[src/rtl/fram_sync_ctrl_pkg.sv]
// fram_sync_pkg
// Shared definitions for the frame-synchronisation controller and any other
// frame-head consumers. It holds the state encoding, the frame counter width,
// the error counter width and its saturation value, and a saturating
// increment helper.
package fram_sync_pkg;

    localparam int CNT_W = 26;
    localparam int ERR_W = 8;

    localparam logic [ERR_W-1:0] ERR_SAT = 8'd255;

    // Kept as plain 2-bit constants so legacy code comparing raw o_state
    // values keeps working.
    localparam logic [1:0] ST_SEARCH = 2'b00;
    localparam logic [1:0] ST_VERIFY = 2'b01;
    localparam logic [1:0] ST_LOCK   = 2'b10;

    function automatic logic [ERR_W-1:0] sat_inc(input logic [ERR_W-1:0] value);
        return (value == ERR_SAT) ? value : value + 1'b1;
    endfunction

endpackage

[src/rtl/fram_sync_ctrl_if.sv]
// fram_sync_ctrl_if
// Bundles the frame-head input, the resync request and the regenerated frame
// outputs of fram_sync_ctrl.
//   i_fram_hd  : raw external frame head (asynchronous level)
//   i_resync   : one-cycle request to drop back to SEARCH
//   o_fram_hd  : regenerated head, high for the cycle where o_fram_cnt == 0
//   o_fram_cnt : frame position 0..FRAM_MAX
//   o_state    : 00 SEARCH, 01 VERIFY, 10 LOCK
//   o_lock     : high while in LOCK
//   o_err_cnt  : saturating count of off-window heads seen in LOCK
// The master modport is the side that drives the head/resync inputs and
// consumes the frame outputs; the slave modport is the controller.
interface fram_sync_ctrl_if;
    import fram_sync_pkg::*;

    logic             i_fram_hd;
    logic             i_resync;
    logic             o_fram_hd;
    logic [CNT_W-1:0] o_fram_cnt;
    logic [1:0]       o_state;
    logic             o_lock;
    logic [ERR_W-1:0] o_err_cnt;

    modport master (
        output i_fram_hd,
        output i_resync,
        input  o_fram_hd,
        input  o_fram_cnt,
        input  o_state,
        input  o_lock,
        input  o_err_cnt
    );

    modport slave (
        input  i_fram_hd,
        input  i_resync,
        output o_fram_hd,
        output o_fram_cnt,
        output o_state,
        output o_lock,
        output o_err_cnt
    );

endinterface

[src/rtl/fram_sync_ctrl_edge.sv]
// fram_edge_sync
// Conditions an asynchronous frame-head level into a single-cycle pulse.
//   clk     : clock
//   rst     : asynchronous active-high reset
//   fram_hd : raw frame head input
//   hd_p    : registered one-cycle pulse on each conditioned rising edge
// The first two shift stages act as the synchroniser. A rising edge is taken
// at shift[3:2] == 01, so a head first sampled at edge k pulses in the cycle
// after edge k+3.
module fram_edge_sync (
    input  logic clk,
    input  logic rst,
    input  logic fram_hd,
    output logic hd_p
);

    logic [3:0] shift;
    logic       prev_high;

    // prev_high is the sample that left shift[3]. Requiring it low as well
    // means a rise must follow at least two low samples, so a head with a
    // single-sample dropout is merged into one pulse.
    always_ff @(posedge clk or posedge rst) begin
        if (rst) begin
            shift     <= '0;
            prev_high <= 1'b0;
            hd_p      <= 1'b0;
        end else begin
            shift     <= {shift[2:0], fram_hd};
            prev_high <= shift[3];
            hd_p      <= (shift[3:2] == 2'b01) && !prev_high;
        end
    end

endmodule

[src/rtl/fram_sync_ctrl.sv]
// fram_sync_ctrl
// Frame-synchronisation controller. It runs a flywheel frame counter of
// period FRAM_MAX+1, classifies each conditioned head against an acceptance
// window around the frame boundary, and sequences SEARCH/VERIFY/LOCK to
// decide when the counter realigns to the external head.
//   clk : clock
//   rst : asynchronous active-high reset
//   bus : fram_sync_ctrl_if slave (head/resync in, frame position/status out)
// Parameters: FRAM_MAX (last count), WIN (half-window), LOCK_CNT (good heads
// to lock), UNLOCK_CNT (missed windows to drop lock).
module fram_sync_ctrl
    import fram_sync_pkg::*;
#(
    parameter logic [CNT_W-1:0] FRAM_MAX   = 26'd4915199,
    parameter logic [7:0]       WIN        = 8'd2,
    parameter logic [3:0]       LOCK_CNT   = 4'd3,
    parameter logic [3:0]       UNLOCK_CNT = 4'd4
) (
    input logic             clk,
    input logic             rst,
    fram_sync_ctrl_if.slave bus
);

    localparam logic [CNT_W-1:0] WIN_EXT  = CNT_W'(WIN);
    localparam logic [CNT_W-1:0] OPEN_AT  = FRAM_MAX - WIN_EXT;
    localparam logic [CNT_W-1:0] CLOSE_AT = WIN_EXT - CNT_W'(1);

    logic             hd_p;
    logic             hd;
    logic             on_time;
    logic             miss_evt;
    logic             realign;

    logic [CNT_W-1:0] cnt;
    logic [CNT_W-1:0] cnt_nx;
    logic             fram_hd;
    logic [1:0]       state;
    logic [1:0]       state_nx;
    logic [3:0]       good;
    logic [3:0]       good_nx;
    logic [3:0]       good_inc;
    logic [3:0]       miss;
    logic [3:0]       miss_nx;
    logic [3:0]       miss_inc;
    logic [ERR_W-1:0] err_cnt;
    logic [ERR_W-1:0] err_nx;
    logic             win_hit;
    logic             win_hit_nx;

    fram_edge_sync u_edge (
        .clk     (clk),
        .rst     (rst),
        .fram_hd (bus.i_fram_hd),
        .hd_p    (hd_p)
    );

    // A head coinciding with a resync request is discarded.
    assign hd       = hd_p && !bus.i_resync;
    assign on_time  = hd && ((cnt >= OPEN_AT) || (cnt <= CLOSE_AT));
    assign miss_evt = (cnt == CLOSE_AT) && !win_hit && !on_time;
    assign realign  = hd && (state != ST_LOCK);
    assign good_inc = good + 4'd1;
    assign miss_inc = miss + 4'd1;

    // Counter and window bookkeeping. A realigning head sits at position
    // FRAM_MAX of the new frame, so it also satisfies the window that is
    // about to close; otherwise an off-window realign would immediately
    // register a miss. The hit flag is cleared only when a window opens so
    // that a realign late in a window does not re-arm it.
    always_comb begin
        cnt_nx = (cnt == FRAM_MAX) ? '0 : cnt + CNT_W'(1);
        if (realign) begin
            cnt_nx = '0;
        end
        win_hit_nx = win_hit;
        if (realign || on_time) begin
            win_hit_nx = 1'b1;
        end else if (cnt == OPEN_AT) begin
            win_hit_nx = 1'b0;
        end
    end

    // SEARCH/VERIFY/LOCK sequencing; resync overrides every other event.
    always_comb begin
        state_nx = state;
        good_nx  = good;
        miss_nx  = miss;
        err_nx   = err_cnt;
        if (bus.i_resync) begin
            state_nx = ST_SEARCH;
            good_nx  = '0;
            miss_nx  = '0;
        end else begin
            case (state)
                ST_SEARCH: begin
                    if (hd) begin
                        state_nx = ST_VERIFY;
                        good_nx  = 4'd1;
                    end
                end
                ST_VERIFY: begin
                    if (on_time) begin
                        good_nx = good_inc;
                        if (good_inc >= LOCK_CNT) begin
                            state_nx = ST_LOCK;
                            miss_nx  = '0;
                        end
                    end else if (hd) begin
                        good_nx = 4'd1;
                    end else if (miss_evt) begin
                        state_nx = ST_SEARCH;
                        good_nx  = '0;
                    end
                end
                ST_LOCK: begin
                    if (on_time) begin
                        miss_nx = '0;
                    end else if (hd) begin
                        err_nx = sat_inc(err_cnt);
                    end
                    if (miss_evt) begin
                        miss_nx = miss_inc;
                        if (miss_inc >= UNLOCK_CNT) begin
                            state_nx = ST_SEARCH;
                            miss_nx  = '0;
                            good_nx  = '0;
                        end
                    end
                end
                default: begin
                    state_nx = ST_SEARCH;
                    good_nx  = '0;
                    miss_nx  = '0;
                end
            endcase
        end
    end

    // o_fram_hd is registered from the next count so it lines up with
    // cnt == 0; it stays low out of reset because no frame has ended yet.
    always_ff @(posedge clk or posedge rst) begin
        if (rst) begin
            cnt     <= '0;
            fram_hd <= 1'b0;
            state   <= ST_SEARCH;
            good    <= '0;
            miss    <= '0;
            err_cnt <= '0;
            win_hit <= 1'b0;
        end else begin
            cnt     <= cnt_nx;
            fram_hd <= (cnt_nx == '0);
            state   <= state_nx;
            good    <= good_nx;
            miss    <= miss_nx;
            err_cnt <= err_nx;
            win_hit <= win_hit_nx;
        end
    end

    assign bus.o_fram_cnt = cnt;
    assign bus.o_fram_hd  = fram_hd;
    assign bus.o_state    = state;
    assign bus.o_lock     = (state == ST_LOCK);
    assign bus.o_err_cnt  = err_cnt;

endmodule

[src/flat_wrapper.sv]
// flat-port wrapper written by rule: the top's interface ports become plain ports
module fram_sync_ctrl_flat import fram_sync_pkg::*;
#(
    parameter logic [CNT_W-1:0] FRAM_MAX   = 26'd4915199,
    parameter logic [7:0]       WIN        = 8'd2,
    parameter logic [3:0]       LOCK_CNT   = 4'd3,
    parameter logic [3:0]       UNLOCK_CNT = 4'd4
)
  (clk, rst, bus_i_fram_hd, bus_i_resync, bus_o_fram_hd, bus_o_fram_cnt, bus_o_state, bus_o_lock, bus_o_err_cnt);
  fram_sync_ctrl_if bus_i ();
  input logic clk;
  input logic rst;
  input wire logic [$bits(bus_i.i_fram_hd)-1:0] bus_i_fram_hd;
  input wire logic [$bits(bus_i.i_resync)-1:0] bus_i_resync;
  output wire logic [$bits(bus_i.o_fram_hd)-1:0] bus_o_fram_hd;
  output wire logic [$bits(bus_i.o_fram_cnt)-1:0] bus_o_fram_cnt;
  output wire logic [$bits(bus_i.o_state)-1:0] bus_o_state;
  output wire logic [$bits(bus_i.o_lock)-1:0] bus_o_lock;
  output wire logic [$bits(bus_i.o_err_cnt)-1:0] bus_o_err_cnt;
  assign bus_i.i_fram_hd = bus_i_fram_hd;
  assign bus_i.i_resync = bus_i_resync;
  assign bus_o_fram_hd = bus_i.o_fram_hd;
  assign bus_o_fram_cnt = bus_i.o_fram_cnt;
  assign bus_o_state = bus_i.o_state;
  assign bus_o_lock = bus_i.o_lock;
  assign bus_o_err_cnt = bus_i.o_err_cnt;
  fram_sync_ctrl #(.FRAM_MAX(FRAM_MAX), .WIN(WIN), .LOCK_CNT(LOCK_CNT), .UNLOCK_CNT(UNLOCK_CNT)) u_core (.clk(clk), .rst(rst), .bus(bus_i));
endmodule
[config.mk]
export PLATFORM = sky130hd
export DESIGN_NAME = fram_sync_ctrl_flat
export DESIGN_NICKNAME = d
export VERILOG_FILES = /design/src/rtl/fram_sync_ctrl_pkg.sv /design/src/rtl/fram_sync_ctrl_if.sv /design/src/rtl/fram_sync_ctrl_edge.sv /design/src/rtl/fram_sync_ctrl.sv /design/src/flat_wrapper.sv
export SDC_FILE = /design/constraint.sdc
export NUM_CORES = 1
export LEC_CHECK = 0
export CORE_ASPECT_RATIO = 0.7
export CORE_MARGIN = 2
export CORE_UTILIZATION = 55
export DETAILED_ROUTE_END_ITERATION = 6
export PLACE_DENSITY = 0.88
export REMOVE_ABC_BUFFERS = 1
export SYNTH_ARGS = -nofsm -noshare
export SYNTH_HDL_FRONTEND = slang
export SYNTH_HIERARCHICAL = 1
export SYNTH_SLANG_ARGS = --single-unit
[constraint.sdc]
create_clock -name clk -period 3.01 [get_ports clk]
set_clock_uncertainty 0.2 [all_clocks]
set_input_delay 0.602 -clock clk [delete_from_list [all_inputs] [get_ports clk]]
set_output_delay 0.602 -clock clk [all_outputs]
set_load 0.1 [all_outputs]
==> metrics.md, run 1 <==
| Metric | Value |
|---|---|
| Fillers | 464 |
| Drt first pass iters | 5 |
| Reg-to-reg endpoint | u_core/bus.o_fram_hd |
| Worst Slack Setup Final | 0.139 ns |
| Pwr dens | 550 nW/um^2 |
| Final-stage net count | 392 |
| DP HPWL | 5410 um |
| Post-synth top area cell | dfrtp_1 |
| Number of global-route vias before repair | 2419 |
| Core area | 5640 sq um |
| Worst path max stage delay | 0.64 ns |
| Synthesis Warnings | 6 |
| Port bufs | 41 |
| Multi-input logic area | 1730 sq um |
| Crit start category | register |
| Synth top area cells | dfrtp_1, xnor2_1, nor2_1, xor2_1, nand2_1 |
| Post-Route WL | 7320 um |
| Tcrit/Tclk final | 0.954 |
| # DRC | 0 |
| Total GRT Usage | 0.242 |
| Cts bufs inserted | 5 |
| F_max | 348 MHz |
| Global-route wire length before repair | 11900 um |
| Hold path depth | 0 |
| Dominant synthesized flop cell | dfrtp_1 |
| CP endpoint kind | register |
| Leak Pwr | 1.73 nW |
| Vias | 2711 |
| Number of synthesized register bits | 52 |
| Unique cell type count in the Yosys netlist | 62 |
| Clk_lat worst skew | 0.31 ns |
| Chip Height | 67.4 um |
| Gpl congestion | 0.906 |
| CTS resizes | 0 |
| Max-cap violation count | 0 |
| Avg Cell Area, Syn | 9.46 sq um |
| DR iter-0 viols | 278 |
| CTS tree | done |
| Worst IR drop on VDD | 0.296 mV |
| Area Growth Syn to Fin | 16.9% |
| Hold Path Class | register to register |
| Die X | 94.6 um |
| Top-level port count | 42 |
| Worst reg-to-reg setup slack | 0.14 ns |
| Via density | 5.93 |
| Pre-CTS setup slack | 0.201 ns |
| Syn Std Cell Area | 3160 sq um |
| Largest net degree at the start of global routing | 22 |
| Hold Buf Count CTS | 0 |
| Worst reg2reg path depth | 7 |
| Std-Cell Rows | 23 |
| Clock root cell | clkbuf_8 |
| R2r startpoint | u_core/bus.o_fram_cnt[10] |
| Critical path type | register to register |
| WL/cell | 16.0 um |
| Clk sink count | 52 |
| Min Tclk post-route | 2.87 ns |
| DIE AREA | 6380 sq um |
| Number of hold-slack violations in the final timing report | 0 |
| Ys async rst share | 1.00 |
| Total grt overflow | 0 |
| Peak fanout along the critical path | 9 |
| Diodes inserted | 0 |
| Final antenna-violating net count | 0 |
| Non-filler instance count after layout | 457 |
| Max Buffers Root-to-Sink | 2 |
| # setup viols final | 0 |
| Worst Max-Slew Pin Slew | 0.751 ns |
| Hold Crit Start | u_core/u_edge/shift[1] |
| Initial Util | 0.560 |
| Initial antenna violation count | 0 |
| Critical path's slowest cell | or4_4 |
| Worst-path cell chain | nand4_4 > or4_4 > nor2_1 > mux2_2 > a2111oi_2 > nand4_1 > a21oi_1 |
| Reg clk slew, reported paths | 0.11 ns |
| Status | completed |
| Final instance area | 3700 sq um |
| Syn Inst Count | 334 |
| Sequential Area | 1300 sq um |
| Post-synthesis sequential area ratio | 0.412 |
| Fraction of layout cells with a size suffix above 1 | 0.230 |
| Yosys top cell area share | 0.412 |
| Post-DP Area | 3600 sq um |
| Hold EP | u_core/u_edge/shift[2] |
| Placed cells | 449 |
| Worst EP required | 3.04 ns |
| Post-synth EDFFs | 0 |
| Unrepaired setup endpoints after global routing | no |
| Post-CTS setup buffers | 0 |
| Worst relative slew slack | 0.496 |
| Htree depth | 2 |
| Fin. max-slew vios | 0 |
| CP arrival | 2.90 ns |
-- worst max path at each step --
stage,start,end,slack (ns)
after global placement,u_core/bus.o_fram_cnt[10],u_core/bus.o_fram_hd,0.31
after detailed placement,u_core/bus.o_fram_cnt[10],u_core/bus.o_fram_hd,0.20
after CTS,u_core/bus.o_fram_cnt[10],u_core/bus.o_fram_hd,0.17
after floorplan,u_core/bus.o_state[1],u_core/bus.o_err_cnt[1],-1.22
final,u_core/bus.o_fram_cnt[10],u_core/bus.o_fram_hd,0.14
after global routing,u_core/bus.o_fram_cnt[11],u_core/bus.o_fram_hd,0.03
-- cells in the mapped netlist, types with 2 or more instances --
cell	n
a2111oi_2	2
a21oi_1	7
a311oi_1	2
a31o_2	2
a31oi_1	2
and2_1	4
and3_1	11
and4_1	4
buf_2	12
clkbuf_1	2
dfrtp_1	52
ha_1	7
inv_1	13
mux2_2	4
nand2_1	29
nand2b_1	2
nand3_1	13
nand4_1	10
nor2_1	41
nor2b_1	6
nor3_1	16
nor3_2	3
nor3b_2	2
nor4_1	5
nor4_2	3
o211ai_1	4
o21ai_0	3
o22ai_1	3
o2bb2ai_1	2
or4_4	2
xnor2_1	20
xor2_1	16
-- layout make-up --
cell class,instances,area share
Sequential cell,52,0.352
Timing Repair Buffer,55,0.114
Inverter,14,0.0142
Clock inverter,3,0.00677
Clock buffer,5,0.0186
Tap cell,75,0.0254
Multi-Input combinational cell,253,0.469
-- metal layers --
layer,vias to the layer above,wire length [um],global-route usage,part of all wire
li1,1279,-,-,-
met1,1311,3510,0.365,0.48
met2,111,3230,0.355,0.44
met3,10,479,0.0525,0.065
met4,0,103,0.0616,0.014
met5,-,0,0,0
-- registers in the layout, indices dropped and copies added (netlist names), 2 cells and up --
name	cells
u_core/miss	4
u_core/u_edge/shift	4
u_core/bus.o_err_cnt	8
u_core/good	4
u_core/bus.o_state	2
u_core/bus.o_fram_cnt	26
-- power breakdown --
part	internal (mW)	total (mW)	leakage, nW	switching, mW
combinational	0.233	0.792	0.992	0.559
sequential	0.748	0.817	0.697	0.0696
clock	0.170	0.424	0.0452	0.253
total	1.15	2.03	1.73	0.882
-- layout by cell type (no fill, tap or decap), types with 5 or more instances in the layout --
| cell type | count |
|---|---|
| a21oi_1 | 7 |
| and3_1 | 11 |
| buf_4 | 52 |
| clkbuf_8 | 5 |
| dfrtp_1 | 52 |
| ha_1 | 7 |
| inv_1 | 12 |
| nand2_1 | 29 |
| nand3_1 | 13 |
| nand4_1 | 10 |
| nor2_1 | 41 |
| nor2b_1 | 6 |
| nor3_1 | 16 |
| nor4_1 | 5 |
| xnor2_1 | 20 |
| xor2_1 | 16 |
-- cell families (layout without fill, tap and decap cells) --
group / after synthesis / after routing / share of synthesized area
fa+ha+maj: 7 / 7 / 0.0277
flops: 52 / 52 / 0.412
compound gates: 40 / 40 / 0.108
mux: 6 / 6 / 0.0210
buf+inv: 29 / 77 / 0.0396
xor+xnor: 36 / 36 / 0.0998
simple gates: 164 / 164 / 0.293
-- critical path: cells and delay by family (launching register included) --
kind	cells	cell delay, ns
flip-flops	1	0.50
AO/OA/AOI/OAI	2	0.55
AND/OR/NAND/NOR	4	1.16
multiplexers	1	0.39
-- metrics by stage --
step / hold slack (ns) / utilization / power, mW / setup TNS (ns)
2_1_floorplan: 0.131 / - / 1.41 / -26.05
3_3_place_gp: 0.135 / 0.639 / 1.60 / 0
3_5_place_dp: 0.141 / 0.639 / 1.62 / 0
4_1_cts: 0.166 / 0.655 / 2.04 / 0
5_1_grt: 0.179 / 0.655 / 2.13 / 0
6_report: 0.168 / 0.655 / 2.03 / 0
Power figures use the tool's default switching activity.
==> run 2, diff against run 1 <==
--- a/config.mk
+++ b/config.mk
@@ -9,6 +9,7 @@
 export CORE_MARGIN = 2
 export CORE_UTILIZATION = 55
 export DETAILED_ROUTE_END_ITERATION = 6
+export GPL_ROUTABILITY_DRIVEN = 0
 export PLACE_DENSITY = 0.88
 export REMOVE_ABC_BUFFERS = 1
 export SYNTH_ARGS = -nofsm -noshare
==> run 2 against run 1 <==
Sequential power hardly changed. Cell count stayed put. Clock-buffer cell count stayed put. Maximum frequency is 0.23% lower.
==> metrics.md, run 2 (synthesis gave the netlist of run 1 again) <==
| Metric | Value |
|---|---|
| Number of hold-slack violations in the final timing report | 0 (unchanged) |
| Core area | 5640 sq um (unchanged) |
| Hold Buf Count CTS | 0 (unchanged) |
| CTS resizes | 0 (unchanged) |
| Pwr dens | 552 nW/um^2 (+0.30%) |
| Crit start category | register |
| DR iter-0 viols | 291 (+4.7%) |
| Via density | 5.85 (-1.3%) |
| Fin. max-slew vios | 0 (unchanged) |
| Peak fanout along the critical path | 9 (unchanged) |
| Worst reg-to-reg setup slack | 0.13 ns (about the same) |
| Unrepaired setup endpoints after global routing | no |
| Post-Route WL | 7250 um (-0.94%) |
| Max Buffers Root-to-Sink | 2 (unchanged) |
| Total grt overflow | 0 (unchanged) |
| Htree depth | 2 (unchanged) |
| Max-cap violation count | 0 (unchanged) |
| Pre-CTS setup slack | 0.137 ns (-0.0639 ns) |
| Chip Height | 67.4 um (unchanged) |
| Leak Pwr | 1.73 nW (about the same) |
| Commonest non-fill, non-tap cell in the layout | buf_4 |
| Crit path buf inv count | 0 (unchanged) |
| Die X | 94.6 um (unchanged) |
| Fraction of layout cells with a size suffix above 1 | 0.233 (+0.00262) |
| Reg clk slew, reported paths | 0.11 ns (about the same) |
| CP Launch Point | u_core/bus.o_fram_cnt[10] |
| Worst-path cell chain | nand4_4 > or4_4 > nor2_1 > mux2_2 > a2111oi_2 > nand4_1 > a21oi_1 |
| DP HPWL | 5300 um (-1.9%) |
| Worst reg2reg path depth | 7 (unchanged) |
| Final instance area | 3700 sq um (about the same) |
| Largest net degree at the start of global routing | 21 (-4.5%) |
| Area Growth Syn to Fin | 17.0% (about the same) |
| Hold Path Class | register to register |
| Final antenna-violating net count | 0 (unchanged) |
| CP endpoint kind | register |
| Hold Crit Start | u_core/u_edge/shift[1] |
| Power, Total | 2.04 mW (+0.33%) |
| Clk sink count | 52 (unchanged) |
| Diodes inserted | 0 (unchanged) |
| Total GRT Usage | 0.247 (+0.00506) |
| Number of global-route vias before repair | 2552 (+5.5%) |
| Critical path's slowest cell | or4_4 |
| Min Tclk post-route | 2.88 ns (+0.00666 ns) |
| Reg-to-reg endpoint | u_core/bus.o_fram_hd |
| Final Util | 0.656 (about the same) |
| Commonest cells after routing, fill and taps aside | buf_4, dfrtp_1, nor2_1, nand2_1, xnor2_1 |
| Worst Slack Setup Final | 0.132 ns (-0.00666 ns) |
| Multi-input logic area | 1730 sq um (unchanged) |
| Hold_ws | 0.170 ns (+0.00207 ns) |
| Global-route wire length before repair | 12200 um (+1.9%) |
| # DRC | 0 (unchanged) |
| Port bufs | 41 (unchanged) |
| Vias | 2675 (-1.3%) |
| Cell family with most CP delay | simple AND/OR/NAND/NOR gates |
| Non-filler instance count after layout | 457 (unchanged) |
| CTS tree | done |
| Status | completed |
| # setup viols final | 0 (unchanged) |
| Std-Cell Rows | 23 (unchanged) |
| CP arrival | 2.93 ns (+0.03 ns) |
| Clk_lat worst skew | 0.33 ns (+0.02 ns) |
| Worst path max stage delay | 0.64 ns (about the same) |
| Fillers | 465 (+0.22%) |
| DIE AREA | 6380 sq um (unchanged) |
| Tcrit/Tclk final | 0.956 (+0.00221) |
| Sequential Area | 1300 sq um (about the same) |
| F_max | 347 MHz (-0.23%) |
| Top-level port count | 42 (unchanged) |
| Critical path type | register to register |
| Worst IR drop on VDD | 0.308 mV (+4.1%) |
| Setup TNS | 0 ns (unchanged) |
| Clock root cell | clkbuf_8 |
| Worst EP required | 3.07 ns (+0.03 ns) |
| Post-DP Area | 3600 sq um (unchanged) |
| Worst Max-Slew Pin Slew | 0.710 ns (-0.0412 ns) |
| Drt first pass iters | 5 (unchanged) |
| Initial Util | 0.560 (unchanged) |
| Post-CTS setup buffers | 0 (unchanged) |
| Final-stage net count | 392 (unchanged) |
| Hold EP | u_core/u_edge/shift[2] |
| Placed cells | 449 (unchanged) |
| R2r startpoint | u_core/bus.o_fram_cnt[10] |
| Initial antenna violation count | 0 (unchanged) |
| Largest register FFs | 26 (unchanged) |
| WL/cell | 15.9 um (-0.94%) |
| Cts bufs inserted | 5 (unchanged) |
| Hold path depth | 0 (unchanged) |
| Worst relative slew slack | 0.524 (+0.0276) |
## run 2: cell counts in the layout (fill, tap and decap cells not counted)
No cell type changed its count.
## run 2: how the worst max path moves through the flow
| stage | to | slack, ns | cells past startpoint |
|---|---|---|---|
| floorplan | u_core/bus.o_err_cnt[1] | -1.22 | 6 |
| global placement | u_core/bus.o_err_cnt[1] | 0.22 | 7 |
| detailed placement | u_core/bus.o_err_cnt[1] | 0.14 | 7 |
| CTS | u_core/bus.o_fram_hd | 0.17 | 7 |
| global route | u_core/bus.o_fram_hd | 0.009 | 7 |
| finish | u_core/bus.o_fram_hd | 0.13 | 7 |
## run 2: area by class of cell
class,count,area share
Multi-Input combinational cell,253,0.469
Sequential cell,52,0.352
Timing Repair Buffer,55,0.114
Tap cell,75,0.0254
Clock buffer,5,0.0186
Inverter,14,0.0142
Clock inverter,3,0.00677
## run 2: power breakdown
| part | internal [mW] | switching, mW |
|---|---|---|
| Combinational | 0.235 | 0.552 |
| Clock | 0.170 | 0.266 |
| Sequential | 0.748 | 0.0691 |
## run 2: metal layers
| layer | global-route usage | up-vias | part of all wire |
|---|---|---|---|
| met1 | 0.354 | 1304 | 0.49 |
| li1 | - | 1282 | - |
| met2 | 0.378 | 80 | 0.44 |
| met5 | 0 | - | 0 |
| met3 | 0.0491 | 9 | 0.055 |
| met4 | 0.0870 | 0 | 0.015 |
==> run 3, diff against run 2 <==
--- a/config.mk
+++ b/config.mk
@@ -5,6 +5,7 @@
 export SDC_FILE = /design/constraint.sdc
 export NUM_CORES = 1
 export LEC_CHECK = 0
+export ABC_AREA = 0
 export CORE_ASPECT_RATIO = 0.7
 export CORE_MARGIN = 2
 export CORE_UTILIZATION = 55
==> results of run 3 <==
Final layout, timing and power as in run 2 (identical DEF).
